--- src/rtl/logic_arbiter_pkg.sv ---
// Shared opcode and source-index definitions for the two-requester logic arbiter.
package logic_arb_pkg;

  typedef enum logic [1:0] {
    OP_AND = 2'b00,
    OP_OR  = 2'b01,
    OP_XOR = 2'b10,
    OP_NOR = 2'b11
  } op_e;

  typedef logic src_t;

  localparam src_t SRC0 = 1'b0;
  localparam src_t SRC1 = 1'b1;

endpackage

--- src/rtl/logic_arbiter_if.sv ---
// Request/result handshake bundle between two requesters, one consumer and the arbiter.
interface logic_arbiter_if #(
  parameter int N     = 32,
  parameter int CNT_W = 16
);

  logic             req0_valid;
  logic             req0_ready;
  logic [N-1:0]     req0_a;
  logic [N-1:0]     req0_b;
  logic [1:0]       req0_op;

  logic             req1_valid;
  logic             req1_ready;
  logic [N-1:0]     req1_a;
  logic [N-1:0]     req1_b;
  logic [1:0]       req1_op;

  logic             res_valid;
  logic             res_ready;
  logic [N-1:0]     res_data;
  logic             res_src;
  logic [CNT_W-1:0] done_cnt;

  modport master (
    output req0_valid, req0_a, req0_b, req0_op,
    output req1_valid, req1_a, req1_b, req1_op,
    output res_ready,
    input  req0_ready, req1_ready,
    input  res_valid, res_data, res_src, done_cnt
  );

  modport slave (
    input  req0_valid, req0_a, req0_b, req0_op,
    input  req1_valid, req1_a, req1_b, req1_op,
    input  res_ready,
    output req0_ready, req1_ready,
    output res_valid, res_data, res_src, done_cnt
  );

endinterface

--- src/rtl/logic_arbiter_unit.sv ---
// Shared combinational bitwise datapath: AND / OR / XOR / NOR on N-bit operands.
module logic_unit
  import logic_arb_pkg::*;
#(
  parameter int N = 32
) (
  input  logic [N-1:0] a_i,
  input  logic [N-1:0] b_i,
  input  op_e          op_i,
  output logic [N-1:0] y_o
);

  always_comb begin
    y_o = '0;
    case (op_i)
      OP_AND:  y_o = a_i & b_i;
      OP_OR:   y_o = a_i | b_i;
      OP_XOR:  y_o = a_i ^ b_i;
      OP_NOR:  y_o = ~(a_i | b_i);
      default: y_o = '0;
    endcase
  end

endmodule

--- src/rtl/logic_arbiter.sv ---
// Round-robin arbiter sharing one logic_unit between two valid/ready requesters,
// with a registered result stage and a wrapping completion counter.
module logic_arbiter
  import logic_arb_pkg::*;
#(
  parameter int N     = 32,
  parameter int CNT_W = 16
) (
  input logic            clk,
  input logic            rst_n,
  logic_arbiter_if.slave bus
);

  logic             res_valid_q, res_valid_d;
  logic [N-1:0]     res_data_q,  res_data_d;
  src_t             res_src_q,   res_src_d;
  src_t             last_grant_q, last_grant_d;
  logic [CNT_W-1:0] done_cnt_q,  done_cnt_d;

  src_t         grant;
  logic         can_accept;
  logic         ready0, ready1;
  logic         accept;
  logic [N-1:0] mux_a, mux_b, unit_y;
  logic [1:0]   mux_op;

  // Grant depends only on the valids and last_grant, never on the other ready.
  always_comb begin
    grant = SRC0;
    if (bus.req0_valid && bus.req1_valid) grant = ~last_grant_q;
    else if (bus.req1_valid)              grant = SRC1;
  end

  assign can_accept = !res_valid_q || bus.res_ready;
  assign ready0     = rst_n && can_accept && bus.req0_valid && (grant == SRC0);
  assign ready1     = rst_n && can_accept && bus.req1_valid && (grant == SRC1);
  assign accept     = ready0 || ready1;

  assign mux_a  = (grant == SRC1) ? bus.req1_a  : bus.req0_a;
  assign mux_b  = (grant == SRC1) ? bus.req1_b  : bus.req0_b;
  assign mux_op = (grant == SRC1) ? bus.req1_op : bus.req0_op;

  logic_unit #(.N(N)) u_unit (
    .a_i  (mux_a),
    .b_i  (mux_b),
    .op_i (op_e'(mux_op)),
    .y_o  (unit_y)
  );

  // A new acceptance overrides the clear from a same-cycle transfer (no bubble).
  always_comb begin
    res_valid_d  = res_valid_q;
    res_data_d   = res_data_q;
    res_src_d    = res_src_q;
    last_grant_d = last_grant_q;
    done_cnt_d   = done_cnt_q;
    if (res_valid_q && bus.res_ready) begin
      res_valid_d = 1'b0;
      done_cnt_d  = done_cnt_q + CNT_W'(1);
    end
    if (accept) begin
      res_valid_d  = 1'b1;
      res_data_d   = unit_y;
      res_src_d    = grant;
      last_grant_d = grant;
    end
  end

  always_ff @(posedge clk or negedge rst_n) begin
    if (!rst_n) begin
      res_valid_q  <= 1'b0;
      res_data_q   <= '0;
      res_src_q    <= SRC0;
      last_grant_q <= SRC1;
      done_cnt_q   <= '0;
    end else begin
      res_valid_q  <= res_valid_d;
      res_data_q   <= res_data_d;
      res_src_q    <= res_src_d;
      last_grant_q <= last_grant_d;
      done_cnt_q   <= done_cnt_d;
    end
  end

  assign bus.req0_ready = ready0;
  assign bus.req1_ready = ready1;
  assign bus.res_valid  = res_valid_q;
  assign bus.res_data   = res_data_q;
  assign bus.res_src    = res_src_q;
  assign bus.done_cnt   = done_cnt_q;

endmodule

--- src/flat_wrapper.sv ---
// flat-port wrapper written by rule: the top's interface ports become plain ports
module logic_arbiter_flat import logic_arb_pkg::*;
#(
  parameter int N     = 32,
  parameter int CNT_W = 16
)
  (clk, rst_n, bus_req0_valid, bus_req0_a, bus_req0_b, bus_req0_op, bus_req1_valid, bus_req1_a, bus_req1_b, bus_req1_op, bus_res_ready, bus_req0_ready, bus_req1_ready, bus_res_valid, bus_res_data, bus_res_src, bus_done_cnt);
  logic_arbiter_if #(.N(N), .CNT_W(CNT_W)) bus_i ();
  input logic clk;
  input logic rst_n;
  input wire logic [$bits(bus_i.req0_valid)-1:0] bus_req0_valid;
  input wire logic [$bits(bus_i.req0_a)-1:0] bus_req0_a;
  input wire logic [$bits(bus_i.req0_b)-1:0] bus_req0_b;
  input wire logic [$bits(bus_i.req0_op)-1:0] bus_req0_op;
  input wire logic [$bits(bus_i.req1_valid)-1:0] bus_req1_valid;
  input wire logic [$bits(bus_i.req1_a)-1:0] bus_req1_a;
  input wire logic [$bits(bus_i.req1_b)-1:0] bus_req1_b;
  input wire logic [$bits(bus_i.req1_op)-1:0] bus_req1_op;
  input wire logic [$bits(bus_i.res_ready)-1:0] bus_res_ready;
  output wire logic [$bits(bus_i.req0_ready)-1:0] bus_req0_ready;
  output wire logic [$bits(bus_i.req1_ready)-1:0] bus_req1_ready;
  output wire logic [$bits(bus_i.res_valid)-1:0] bus_res_valid;
  output wire logic [$bits(bus_i.res_data)-1:0] bus_res_data;
  output wire logic [$bits(bus_i.res_src)-1:0] bus_res_src;
  output wire logic [$bits(bus_i.done_cnt)-1:0] bus_done_cnt;
  assign bus_i.req0_valid = bus_req0_valid;
  assign bus_i.req0_a = bus_req0_a;
  assign bus_i.req0_b = bus_req0_b;
  assign bus_i.req0_op = bus_req0_op;
  assign bus_i.req1_valid = bus_req1_valid;
  assign bus_i.req1_a = bus_req1_a;
  assign bus_i.req1_b = bus_req1_b;
  assign bus_i.req1_op = bus_req1_op;
  assign bus_i.res_ready = bus_res_ready;
  assign bus_req0_ready = bus_i.req0_ready;
  assign bus_req1_ready = bus_i.req1_ready;
  assign bus_res_valid = bus_i.res_valid;
  assign bus_res_data = bus_i.res_data;
  assign bus_res_src = bus_i.res_src;
  assign bus_done_cnt = bus_i.done_cnt;
  logic_arbiter #(.N(N), .CNT_W(CNT_W)) u_core (.clk(clk), .rst_n(rst_n), .bus(bus_i));
endmodule
--- config.mk ---
export PLATFORM = sky130hd
export DESIGN_NAME = logic_arbiter_flat
export DESIGN_NICKNAME = d
export VERILOG_FILES = /design/src/rtl/logic_arbiter_pkg.sv /design/src/rtl/logic_arbiter_if.sv /design/src/rtl/logic_arbiter_unit.sv /design/src/rtl/logic_arbiter.sv /design/src/flat_wrapper.sv
export SDC_FILE = /design/constraint.sdc
export NUM_CORES = 1
export LEC_CHECK = 0
export ABC_AREA = 1
export BUFFER_PORTS_ARGS = -buffer_cell sky130_fd_sc_hd__buf_2
export CAP_MARGIN = 20
export CORE_MARGIN = 4
export CORE_UTILIZATION = 50
export CTS_BUF_LIST = sky130_fd_sc_hd__clkbuf_4
export DETAILED_ROUTE_END_ITERATION = 6
export PLACE_DENSITY = 0.81
export SYNTH_ARGS = -nofsm -noshare
export SYNTH_HDL_FRONTEND = slang
export SYNTH_SLANG_ARGS = --single-unit
--- constraint.sdc ---
create_clock -name clk -period 2.4 [get_ports clk]
set_input_delay 0 -clock clk [delete_from_list [all_inputs] [get_ports clk]]
set_output_delay 0 -clock clk [all_outputs]
set_load 0.01 [all_outputs]
======== Word-level counts from Yosys, hierarchy flattened ========
Index checks and enable logic that the tools add are counted.
storage, ports and cells
  word-level logic and storage cells ...... 35
  output and inout bits ................... 52
  bits in registers ....................... 51
  input bits .............................. 137
operators by class
  reduce and logical (&&, ||, !) cells .... 12
  bitwise operators ....................... 6
  eq/ne operators ......................... 3
  mux-type cells .......................... 8
  add/sub/neg operators ................... 1
operators with widths
  operator                                       number
  case mux 32 bit (4 select lines)               1
  two-way mux 32 bit                             2
  AND 32 bit                                     1
  NOT 32 bit                                     1
  bitwise OR 32 bit                              1
  bitwise XOR 32 bit                             1
  adder 16 x 1 -> 16 bit, second input constant  1
  logical AND 1 bit                              7
  == test 2 bit, second input constant           2
  two-way mux 1 bit                              4
  == test 2 x 1 -> 1 bit, second input constant  1
  logical NOT 2 bit                              1
  logical OR 1 bit                               2
  two-way mux 2 bit                              1
  NOT 1 bit                                      2
  nonzero test 2 bit                             1
  logical NOT 1 bit                              1

======== Longest topological paths before layout ========
Gate-level depths: netlist (run 1).
  word-level depth ........................ 7
  mapped depth ............................ 14
  mapped depth without buffers ............ 11

======== Hierarchy ========
From an unflattened synthesis (run 1), not the netlist that was laid out.
second synthesis, totals
  cells, all modules ...................... 819
  area total of the unflattened synthesis .. 5159.9 µm²
by module, submodules not included
  module         cells an instance  area each (µm²)  times used  sequential area each (µm²)
  logic_arbiter  476                3065.4           1           1277.5
  logic_unit     343                2094.5           1           0.0

======== Worst setup path after synthesis (run 1) ========
OpenSTA, ideal clock, no wires.
  path kind ............................... register to register
  start point ............................. reg u_core.last_grant_q
  end point ............................... reg u_core.res_data_q[19] (netlist: u_core.bus.res_data[19])
  arrival time ............................ 1.851 ns
  period minus slack after synthesis ...... 1.928 ns
  data required time ...................... 2.323 ns
  setup slack ............................. 0.472 ns
  library setup time ...................... 0.077 ns
  buffers on the path ..................... 3
  stages on the path, launching flop included .. 15
  path through ............................ dfstp_2 > nand2_2 > nand2_2 > buf_6 > buf_4 > buf_2 > nand2_1 > o21ai_0 > inv_1 > ha_1 > inv_1 > nand3_1 > nand2_1 > nand3_1 > a21oi_1
between the ends
  cells in the longest elaborated chain, start to end .. 6
  elaborated cells between the ends (all ways) .. 18
  classes of those cells .................. eq/ne: 3; mux: 5; bitwise: 6; reduce/logical: 4
ends and longest elaborated chain
  what                                          RTL line                                            RTL
  from (decl)                                   logic_arbiter.sv:17                                 src_t last_grant_q, last_grant_d;
  from (signal assigned)                        logic_arbiter.sv:80                                 last_grant_q <= last_grant_d;
  NOT 1 bit (*)                                 logic_arbiter.sv:30                                 if (bus.req0_valid && bus.req1_valid) grant = ~last_grant_q;
  two-way mux 1 bit (*)                         logic_arbiter.sv:30
  two-way mux 32 bit, on equally long branches  logic_arbiter.sv:39, logic_arbiter.sv:40
  bitwise OR 32 bit                             logic_arbiter_unit.sv:17, logic_arbiter_unit.sv:19
  NOT 32 bit                                    logic_arbiter_unit.sv:19                            OP_NOR: y_o = ~(a_i | b_i);
  case mux 32 bit (4 select lines)              logic_arbiter_unit.sv:15                            case (op_i)
  to (signal assigned)                          logic_arbiter.sv:78                                 res_data_q <= res_data_d;
  to (decl)                                     logic_arbiter.sv:15                                 logic [N-1:0] res_data_q, res_data_d;
Every way passes the cells marked *; elsewhere a longest branch is shown, timed or not.
A chain may end at the register's enable or synchronous reset.

======== Final worst setup path (run 1) ========
  start point ............................. reg u_core.last_grant_q
  end point ............................... reg u_core.res_data_q[2] (netlist: u_core.bus.res_data[2])
The elaborated chain is that of the path after synthesis.

==> impl_metrics.json, run 1 <==
{
  "initialDrtViolationCount": 349,
  "crit_type": "flop to flop",
  "finalWeightedCongestion": 0.854,
  "drv_slew": 0,
  "peakVddDrop_mv": 0.304,
  "outcome": "complete, no violations",
  "setup_tns_ps": 0,
  "place_area_um2": 6660,
  "area_delta_synth_final_pct": 21.1,
  "period_minus_slack_ps": 2090,
  "p_leak_uw": 0.00411,
  "drive_gt1_share_pct": 25.6,
  "synth.distinct_cells": 30,
  "yosysMostFrequentCell": "inv_1",
  "synth_top_area_share_pct": 22.4,
  "cts_setup_buffers": 0,
  "syn_area_per_cell_um2": 6.37,
  "timing.fmax_ghz": 0.480,
  "wl_per_cell_um": 12.6,
  "wirelength_um": 15000,
  "postSynthNetCount": 1080,
  "synth_compound_area_share_pct": 10.1,
  "seq_area_frac_synth_pct": 22.8,
  "grt_util_met1_pct": 29.2,
  "synth_top_family_by_area": "simple AND/OR/NAND/NOR gates",
  "root_buffer": "clkbuf_4",
  "slew_headroom_pct": 53.0,
  "ys_top_cells_by_area": "dfrtp_1 (22%), ha_1 (15%), inv_1 (14%), nand3_1 (12%), nand2_1 (11%)",
  "grt_start_max_net_pins": 65,
  "synth_edf_count": 0,
  "port_buffers": 188,
  "synth_area_um2": 5590,
  "crit_path_end_kind": "flop",
  "numCtsBuffers": 5,
  "firstDrtPassIters": 5,
  "fin_util_pct": 62.2,
  "post-dp-hpwl_um": 11100,
  "use_met3_pct": 4.08,
  "synth_ff_type": "dfrtp_1",
  "grtUsageTotal_pct": 23.0,
  "final_hold_viol_count": 0,
  "core_area_um2": 10900,
  "cp-start-kind": "flop",
  "synth-simple-area-share_pct": 32.6,
  "nNetsFinal": 1250,
  "rsz0062_at_grt": "false",
  "setup_ws_ps": 315,
  "vias_per_cell": 4.82,
  "dp_slack_ps": 342,
  "fin_skew_ps": 11.1,
  "antenna_found_initial": 1,
  "tightest_slew_ps": 706,
  "yosysTopAreaCell": "dfrtp_1",
  "rows": 38,
  "cap_violations": 0,
  "route.detailed.drc": 0,
  "ys_warn_count": 0,
  "top_usage_layer": "met2",
  "critPathMaxFanout": 28,
  "synth_xor_area_share_pct": 1.57,
  "finalCritPeriodShare_pct": 86.9,
  "start_util_pct": 51.4,
  "setup_viol": 0,
  "cts_buffer_depth": 2,
  "grt-ovfl-total": 0,
  "grtUsageMet2_pct": 41.1,
  "ctsHtreeMaxLevel": 2,
  "grt_pass1_wl_um": 24600,
  "arrival_ps": 2370,
  "worstPathRequired_ps": 2690,
  "fillers": 1049,
  "fin_area_um2": 6780,
  "num_io_pins": 189,
  "cts_tree": "done",
  "clock-sinks": 51,
  "worstHoldPathType": "primary input to flop",
  "vias": 5730,
  "async_reset_ff_share_pct": 100,
  "ys_top_cells_by_count": "inv_1 (205), nand2_1 (170), nand3_1 (133)",
  "synthMuxAreaShare_pct": 0,
  "synth_adder_area_share_pct": 14.5,
  "clock_insertion_delay_worst_skew_ps": 380,
  "grt_pass1_vias": 5428,
  "fp.dieW_um": 114,
  "cts_resized": 0,
  "powerDensity_nw_per_um2": 546,
  "ys_ff_latch": 51,
  "ant_nets": 0,
  "netlist_instances": 878,
  "die-area_um2": 12900,
  "clk_pin_slew_ps": 170,
  "die_y_um": 114
}
worst max-delay path, cell delays in order, from the launching register on:
cell     delay, ps
dfstp_2        570
nand2_2         90
nand2_4        100
inv_2           80
buf_12         170
or2_2          270
o21ai_0        130
inv_1           90
ha_1           200
nand3_1         90
nand2_1         70
inv_1           80
a21oi_1         60
cell type report:
cell class | count | area [µm²] | share of cell area, %
diodes | 1 | 2.50 | 0.0369
clock buffers | 5 | 37.5 | 0.554
clock inverters | 3 | 47.5 | 0.702
inverters | 207 | 777 | 11.5
multi-input cells | 576 | 3290 | 48.6
flip-flops and latches | 51 | 1280 | 18.9
well taps | 140 | 175 | 2.59
repair buffers | 207 | 1170 | 17.2
cells in the final DEF, fill, tap and decap left out, types with 2 or more instances in the layout:
| cell type | instances |
|---|---|
| ha_1 | 65 |
| nand2_1 | 170 |
| nor2_1 | 46 |
| nand3_1 | 133 |
| xor2_1 | 6 |
| nand2_4 | 3 |
| dfrtp_1 | 50 |
| o21ai_0 | 57 |
| dlygate4sd3_1 | 3 |
| o21ai_2 | 10 |
| nand2_2 | 4 |
| nand3b_1 | 3 |
| xnor2_1 | 4 |
| clkbuf_4 | 5 |
| buf_12 | 6 |
| a21oi_1 | 32 |
| buf_4 | 10 |
| or2_2 | 33 |
| inv_1 | 205 |
| buf_2 | 188 |
| o21a_1 | 2 |
| inv_2 | 2 |
state kept, by name (all words and copies together) (netlist names):
register              flops
u_core.bus.res_data      32
u_core.bus.done_cnt      16
u_core.bus.res_src        1
u_core.bus.res_valid      1
u_core.last_grant_q       1
cell families (layout without fill, tap and decap cells):
kind of cell / count (synthesis) / count (layout)
and+or+nand+nor: 398 / 398
buffers and inverters: 251 / 422
AOI/OAI and AO/OA: 103 / 103
adders and majority gates: 65 / 65
DFF: 51 / 51
xor gates and xnor gates: 10 / 10
other: 0 / 1
per-layer routing:
layer / wire [µm] / up-vias / share of wire (%)
li1: - / 3011 / -
met1: 6220 / 2510 / 41
met5: 12 / - / 0.080
met3: 1320 / 12 / 8.8
met4: 159 / 2 / 1.1
met2: 7290 / 195 / 49
power breakdown:
group | leakage (µW) | switching [µW] | internal [µW] | total, µW
sequential | 0.000592 | 172 | 1090 | 1260
clock | 0.0000458 | 321 | 226 | 546
combinational | 0.00348 | 1120 | 767 | 1890
total | 0.00411 | 1610 | 2090 | 3700
per-stage QoR:
| stage | power, µW | hold WS [ps] | std cells |
|---|---|---|---|
| final | 3700 | 220 | 1190 |
| after global routing | 4050 | 212 | 1189 |
| after CTS | 3730 | 201 | 1189 |
| after detailed placement | 3180 | 219 | 1178 |
| after global placement | 3130 | 211 | 1178 |
| after floorplan | 2500 | -296 | 878 |
path summary, 6_finish.rpt:
| path | start | endpoint | slack [ps] | cells after the start |
|---|---|---|---|---|
| min in group asynchronous | rst_n | u_core.bus.done_cnt[13]$_DFFE_PN0P_ | 290 | 3 |
| hold reg to reg | u_core.last_grant_q$_DFFE_PN1P_ | u_core.last_grant_q$_DFFE_PN1P_ | 490 | 2 |
| hold / removal | bus_req1_valid | u_core.last_grant_q$_DFFE_PN1P_ | 220 | 5 |
| max in group asynchronous | rst_n | u_core.bus.res_data[31]$_DFFE_PN0P_ | 1630 | 3 |
| setup reg to reg | u_core.last_grant_q$_DFFE_PN1P_ | u_core.bus.res_data[2]$_DFFE_PN0P_ | 310 | 12 |
| setup / recovery | u_core.last_grant_q$_DFFE_PN1P_ | u_core.bus.res_data[2]$_DFFE_PN0P_ | 310 | 12 |
timing repair:
item	CTS	global route
hold endpoints to repair	56	0
hold buffers	3	0
setup endpoints to repair	0	0
Power figures use the tool's default switching activity.
==> run 2: changes to the inputs <==
--- a/config.mk
+++ b/config.mk
@@ -10,9 +10,9 @@
 export CAP_MARGIN = 20
 export CORE_MARGIN = 4
 export CORE_UTILIZATION = 50
-export CTS_BUF_LIST = sky130_fd_sc_hd__clkbuf_4
 export DETAILED_ROUTE_END_ITERATION = 6
-export PLACE_DENSITY = 0.81
+export PLACE_DENSITY = 0.83
 export SYNTH_ARGS = -nofsm -noshare
 export SYNTH_HDL_FRONTEND = slang
+export SYNTH_HIERARCHICAL = 1
 export SYNTH_SLANG_ARGS = --single-unit
==> impl_metrics.json, run 2 <==
{
  "synth.distinct_cells": 23,
  "ant_nets": 0,
  "ys_top_cells_by_area": "nand2_1 (29%), dfrtp_1 (24%), ha_1 (16%), inv_1 (8.6%), nand3_1 (6.7%)",
  "r2r-start": "u_core/last_grant_q$_DFFE_PN1P_",
  "ys_ff_latch": 51,
  "num_io_pins": 189,
  "post-dp-hpwl_um": 10100,
  "postSynthNetCount": 1021,
  "wirelength_um": 13200,
  "port_buffers": 188,
  "fp.dieW_um": 110,
  "outcome": "complete, no violations",
  "clock-sinks": 51,
  "largest_register_ff_count": 32,
  "netlist_instances": 819,
  "diodes": 0,
  "cts_tree": "done",
  "critPathMaxFanout": 56,
  "antenna_found_initial": 0,
  "start_util_pct": 52.1,
  "setup_tns_ps": 0,
  "min-delay-start": "bus_req0_valid",
  "total_power_uw": 3440,
  "worstPathRequired_ps": 2650,
  "synth_edf_count": 0,
  "seq_area_frac_synth_pct": 24.8,
  "rsz0062_at_grt": "false",
  "nNetsFinal": 1192,
  "clk_pin_slew_ps": 100,
  "initialDrtViolationCount": 298,
  "period_minus_slack_ps": 2070,
  "grt_pass1_wl_um": 22100,
  "clock_insertion_delay_worst_skew_ps": 300,
  "drv_slew": 0,
  "route.detailed.drc": 0,
  "powerDensity_nw_per_um2": 551,
  "drive_gt1_share_pct": 22.5,
  "async_reset_ff_share_pct": 100,
  "peakVddDrop_mv": 0.317,
  "final_cell_mix": "nand2_1 (394), buf_2 (188), inv_1 (118)",
  "grt_pass1_vias": 4950,
  "grt-ovfl-total": 0,
  "area_delta_synth_final_pct": 21.0,
  "ctsHtreeMaxLevel": 2,
  "synth_top_area_share_pct": 28.7,
  "cap_violations": 0,
  "yosysMostFrequentCell": "nand2_1",
  "root_buffer": "clkbuf_8",
  "cts_resized": 0,
  "ys_warn_count": 6,
  "synth_area_um2": 5160,
  "setup_viol": 0,
  "fin_skew_ps": 4.79,
  "vias": 5357,
  "dp_slack_ps": 343,
  "final_hold_viol_count": 0,
  "arrival_ps": 2310,
  "ys_top_cells_by_count": "nand2_1 (395), inv_1 (118), nand3_1 (69)",
  "vias_per_cell": 4.77,
  "p_leak_uw": 0.00392,
  "numCtsBuffers": 5,
  "cts_setup_buffers": 0,
  "setup_ws_ps": 335,
  "syn_area_per_cell_um2": 6.30,
  "die-area_um2": 12000,
  "crit_path_end_kind": "flop",
  "cp-start-kind": "flop",
  "finalWeightedCongestion": 0.850,
  "rows": 36,
  "synth_ff_type": "dfrtp_1",
  "firstDrtPassIters": 5,
  "grtUsageTotal_pct": 22.5,
  "grt_start_max_net_pins": 57,
  "cts_buffer_depth": 2,
  "final_common_cell": "nand2_1",
  "crit_start": "u_core/last_grant_q$_DFFE_PN1P_",
  "tightest_slew_ps": 661,
  "slew_headroom_pct": 55.9,
  "die_y_um": 110,
  "timing.fmax_ghz": 0.484,
  "finalCritPeriodShare_pct": 86.1,
  "worstHoldPathType": "primary input to flop",
  "hold_ws_ps": 56.7,
  "crit_type": "flop to flop",
  "yosysTopAreaCell": "nand2_1",
  "cts_hold_buf": 2,
  "core_area_um2": 9910,
  "wl_per_cell_um": 11.7
}
[run 2: changes by cell type after synthesis, moves of 6 or more]
| cell | delta |
|---|---|
| o21ai_2 | -10 |
| buf_2 | -6 |
| a21oi_1 | -32 |
| nand2_1 | +225 |
| clkbuf_1 | -8 |
| o21ai_0 | -56 |
| or2_2 | -33 |
| nand4_1 | +36 |
| nand3_1 | -64 |
| nor2_1 | -29 |
| buf_6 | +8 |
| inv_1 | -87 |
[run 2: worst max-delay path, stage by stage, from the launching register on]
cell and delay (ps):
dfstp_2 540, nand2_1 40, and2_2 200, inv_2 90, buf_12 220, nand2_1 90
nand2_2 160, buf_12 270, nand3_1 120, nand4_1 120, nand2_1 50, nand2_1 70
[run 2: routing by layer]
layer	part of all wire [%]	vias to the layer above	track usage, %
li1	-	2836	-
met1	44	2340	27.9
met3	5.9	16	1.94
met2	49	165	42.0
met5	0	-	0
met4	1.4	0	4.99
[run 2: report_power, final]
group / switching, µW / leakage, µW / total (µW) / internal, µW
Combinational: 1010 / 0.00324 / 1670 / 665
Clock: 316 / 0.0000491 / 532 / 215
Sequential: 152 / 0.000634 / 1240 / 1080
Total: 1470 / 0.00392 / 3440 / 1960
[run 2: path summary, 6_finish.rpt]
kind / to / cells after the start / slack [ps]
setup reg to reg: u_core/bus.res_data[20]$_DFFE_PN0P_ / 11 / 330
hold reg to reg: u_core/bus.res_data[10]$_DFFE_PN0P_ / 2 / 470
setup / recovery: u_core/bus.res_data[20]$_DFFE_PN0P_ / 11 / 330
hold / removal: u_core/last_grant_q$_DFFE_PN1P_ / 4 / 60
min in group asynchronous: u_core/bus.res_data[14]$_DFFE_PN0P_ / 3 / 390
max in group asynchronous: u_core/bus.res_data[27]$_DFFE_PN0P_ / 3 / 1570
[run 2: area by class of cell]
type	instances	area, µm²
tap	133	166
inverter	121	457
fill	987	3670
multi-input combinational	606	3120
clock buffer	5	68.8
clock inverter	3	26.3
sequential	51	1280
timing repair buffer	205	1120
[run 2: stage by stage]
stage                     cell area (µm²)  util (%)  instances
after floorplan                      5160         -        819
after global placement               6130      61.8       1114
after detailed placement             6130      61.8       1114
after CTS                            6240      63.0       1124
after global routing                 6240      63.0       1124
final                                6240      63.0       1124
[run 2: logic make-up after synthesis]
logic type	count (synthesis)	share of synthesized area, %
xor+xnor	10	1.70
fa+ha+maj	65	15.8
flops	51	24.8
buf+inv	162	14.8
simple gates	529	42.8
compound gates	2	0.242
==> run 3: changes to the inputs <==
--- a/config.mk
+++ b/config.mk
@@ -9,9 +9,9 @@
 export BUFFER_PORTS_ARGS = -buffer_cell sky130_fd_sc_hd__buf_2
 export CAP_MARGIN = 20
 export CORE_MARGIN = 4
-export CORE_UTILIZATION = 50
+export CORE_UTILIZATION = 46
 export DETAILED_ROUTE_END_ITERATION = 6
-export PLACE_DENSITY = 0.83
+export PLACE_DENSITY = 0.8
 export SYNTH_ARGS = -nofsm -noshare
 export SYNTH_HDL_FRONTEND = slang
 export SYNTH_HIERARCHICAL = 1
==> constraint.sdc (replaced) <==
create_clock -name clk -period 1.9 [get_ports clk]
set_input_delay 0 -clock clk [delete_from_list [all_inputs] [get_ports clk]]
set_output_delay 0 -clock clk [all_outputs]
set_load 0.01 [all_outputs]
==> impl_metrics.json, run 3 (synthesis results as in run 2) <==
{
  "ctsHtreeMaxLevel": 2,
  "arrival_ps": 2210,
  "ant_nets": 0,
  "total_power_uw": 5130,
  "period_minus_slack_ps": 1960,
  "critPathMaxFanout": 7,
  "grt_pass1_vias": 5343,
  "grt_util_met1_pct": 27.7,
  "rows": 38,
  "fp.dieW_um": 114,
  "critPathBufInv": 5,
  "final_cells": 1207,
  "place_inst": 1166,
  "violations": "setup timing",
  "path_cells": "nand2_2, and2_4, clkinv_8, nand2_4, nand2_4, buf_6, inv_4, nor2_4, buf_12, buf_12, nand2_2, nand4_1, nand2_1, nand2_1",
  "clock_insertion_delay_worst_skew_ps": 310,
  "seq_area_um2": 1280,
  "clk_pin_slew_ps": 100,
  "grt_pass1_wl_um": 24300,
  "hold_depth": 4,
  "grt-ovfl-total": 0,
  "finalWeightedCongestion": 0.799,
  "grtUsageTotal_pct": 22.6,
  "port_buffers": 188,
  "cp_slowest_stage_delay_ps": 550,
  "die-area_um2": 13000,
  "top_usage_layer": "met2",
  "timing.fmax_ghz": 0.511,
  "dp_slack_ps": -169,
  "cp-start-kind": "flop",
  "grt_start_max_net_pins": 52,
  "powerDensity_nw_per_um2": 674,
  "crit_path_end_kind": "flop",
  "setup_viol": 26,
  "r2r-start": "u_core/last_grant_q$_DFFE_PN1P_",
  "reg2reg_depth": 14,
  "setup_tns_ps": -684,
  "initialDrtViolationCount": 379,
  "drive_gt1_share_pct": 40.9,
  "fin_area_um2": 7620,
  "num_io_pins": 189,
  "peakVddDrop_mv": 0.639,
  "min-delay-start": "bus_req0_valid",
  "r2r_slack_ps": -60,
  "root_buffer": "clkbuf_8",
  "wirelength_um": 16800,
  "cap_violations": 0,
  "final_common_cell": "nand2_1",
  "worstHoldPathType": "primary input to flop",
  "start_util_pct": 47.4,
  "p_leak_uw": 0.00443,
  "post-dp-hpwl_um": 10600,
  "cts_tree": "done",
  "final_cell_mix": "nand2_1 (293), buf_2 (188), inv_1 (99)",
  "firstDrtPassIters": 5,
  "antenna_found_initial": 2,
  "finalCritPeriodShare_pct": 103,
  "critical-path-slowest-cell": "dfstp_2",
  "tightest_slew_ps": 682,
  "outcome": "finished, violations left",
  "nNetsFinal": 1266,
  "crit_family": "simple AND/OR/NAND/NOR gates",
  "numCtsBuffers": 5,
  "fillers": 899,
  "cts_buffer_depth": 2,
  "reg2reg_to": "u_core/bus.res_data[19]$_DFFE_PN0P_",
  "die_y_um": 114,
  "crit_start": "u_core/last_grant_q$_DFFE_PN1P_",
  "grtUsageMet2_pct": 40.6,
  "wl_per_cell_um": 13.9,
  "hold_end": "u_core/last_grant_q$_DFFE_PN1P_",
  "fin_skew_ps": 7.01,
  "place_area_um2": 6480,
  "rsz0062_at_grt": "true",
  "largest_register_ff_count": 32,
  "worstPathRequired_ps": 2160,
  "drv_slew": 0,
  "use_met3_pct": 3.24,
  "clock-sinks": 51,
  "crit_type": "flop to flop",
  "setup_ws_ps": -57.7,
  "vias": 5982,
  "core_area_um2": 10900,
  "slew_headroom_pct": 54.5,
  "area_delta_synth_final_pct": 47.7,
  "final_hold_viol_count": 0,
  "vias_per_cell": 4.96,
  "route.detailed.drc": 0,
  "multi_input_area_um2": 3660
}
[run 3: changes by cell type in the layout (fill, tap and decap cells not counted), moves of 5 or more]
cell / change
nand2_2: +86
clkbuf_16: +8
ha_4: +14
buf_4: +53
inv_2: +17
nand2_4: +15
ha_1: -14
nand3_2: +5
nand3_1: -5
nand2_1: -101
buf_12: +6
inv_1: -19
[run 3: timing repair]
action / CTS / global route
pin swaps: 8 / 109
endpoints found under the setup margin: 33 / 33
hold buffers: 2 / 0
endpoints found under the hold margin: 51 / 0
cloned: 3 / 9
gates resized for setup: 20 / 164
setup buffers: 3 / 16
[run 3: layout make-up]
| type | instances | area share, % |
|---|---|---|
| Antenna cell | 2 | 0.0657 |
| Clock buffer | 5 | 0.903 |
| Clock inverter | 3 | 0.263 |
| Inverter | 121 | 6.26 |
| Multi-Input combinational cell | 607 | 48.1 |
| Sequential cell | 51 | 16.8 |
| Tap cell | 140 | 2.30 |
| Timing Repair Buffer | 277 | 25.2 |
| Timing Repair inverter | 1 | 0.148 |
[run 3: layer usage]
layer	up-vias	part of all wire, %
met5	-	0
met3	40	6.8
li1	2993	-
met1	2712	40
met4	0	2.7
met2	237	51
[run 3: worst min-delay path, cell delays in order]
cell and delay, ps:
buf_2 120, nand2_2 110, nand2_1 80, nand2_1 50
[run 3: how the worst max path moves through the flow]
stage | to | cells past startpoint | slack, ps
2_1_floorplan | u_core/bus.res_data[18]$_DFFE_PN0P_ | 16 | -30
3_3_place_gp | u_core/bus.res_valid$_DFFE_PN0P_ | 7 | -110
3_5_place_dp | u_core/bus.res_data[25]$_DFFE_PN0P_ | 9 | -170
4_1_cts | u_core/bus.res_data[12]$_DFFE_PN0P_ | 13 | -60
5_1_grt | u_core/bus.res_data[9]$_DFFE_PN0P_ | 12 | -170
6_report | u_core/bus.res_data[19]$_DFFE_PN0P_ | 14 | -60
[run 3: per-stage QoR]
step | hold WS [ps] | utilization, %
detailed placement | 215 | 59.5
global route | 67.4 | 70.0
global placement | 206 | 59.5
floorplan | -296 | -
CTS | 13.8 | 61.9
finish | 60.1 | 70.0
[run 3: power breakdown]
group          switching, µW  internal, µW
clock                    400           258
sequential               208          1370
combinational           1610          1290
total                   2220          2920
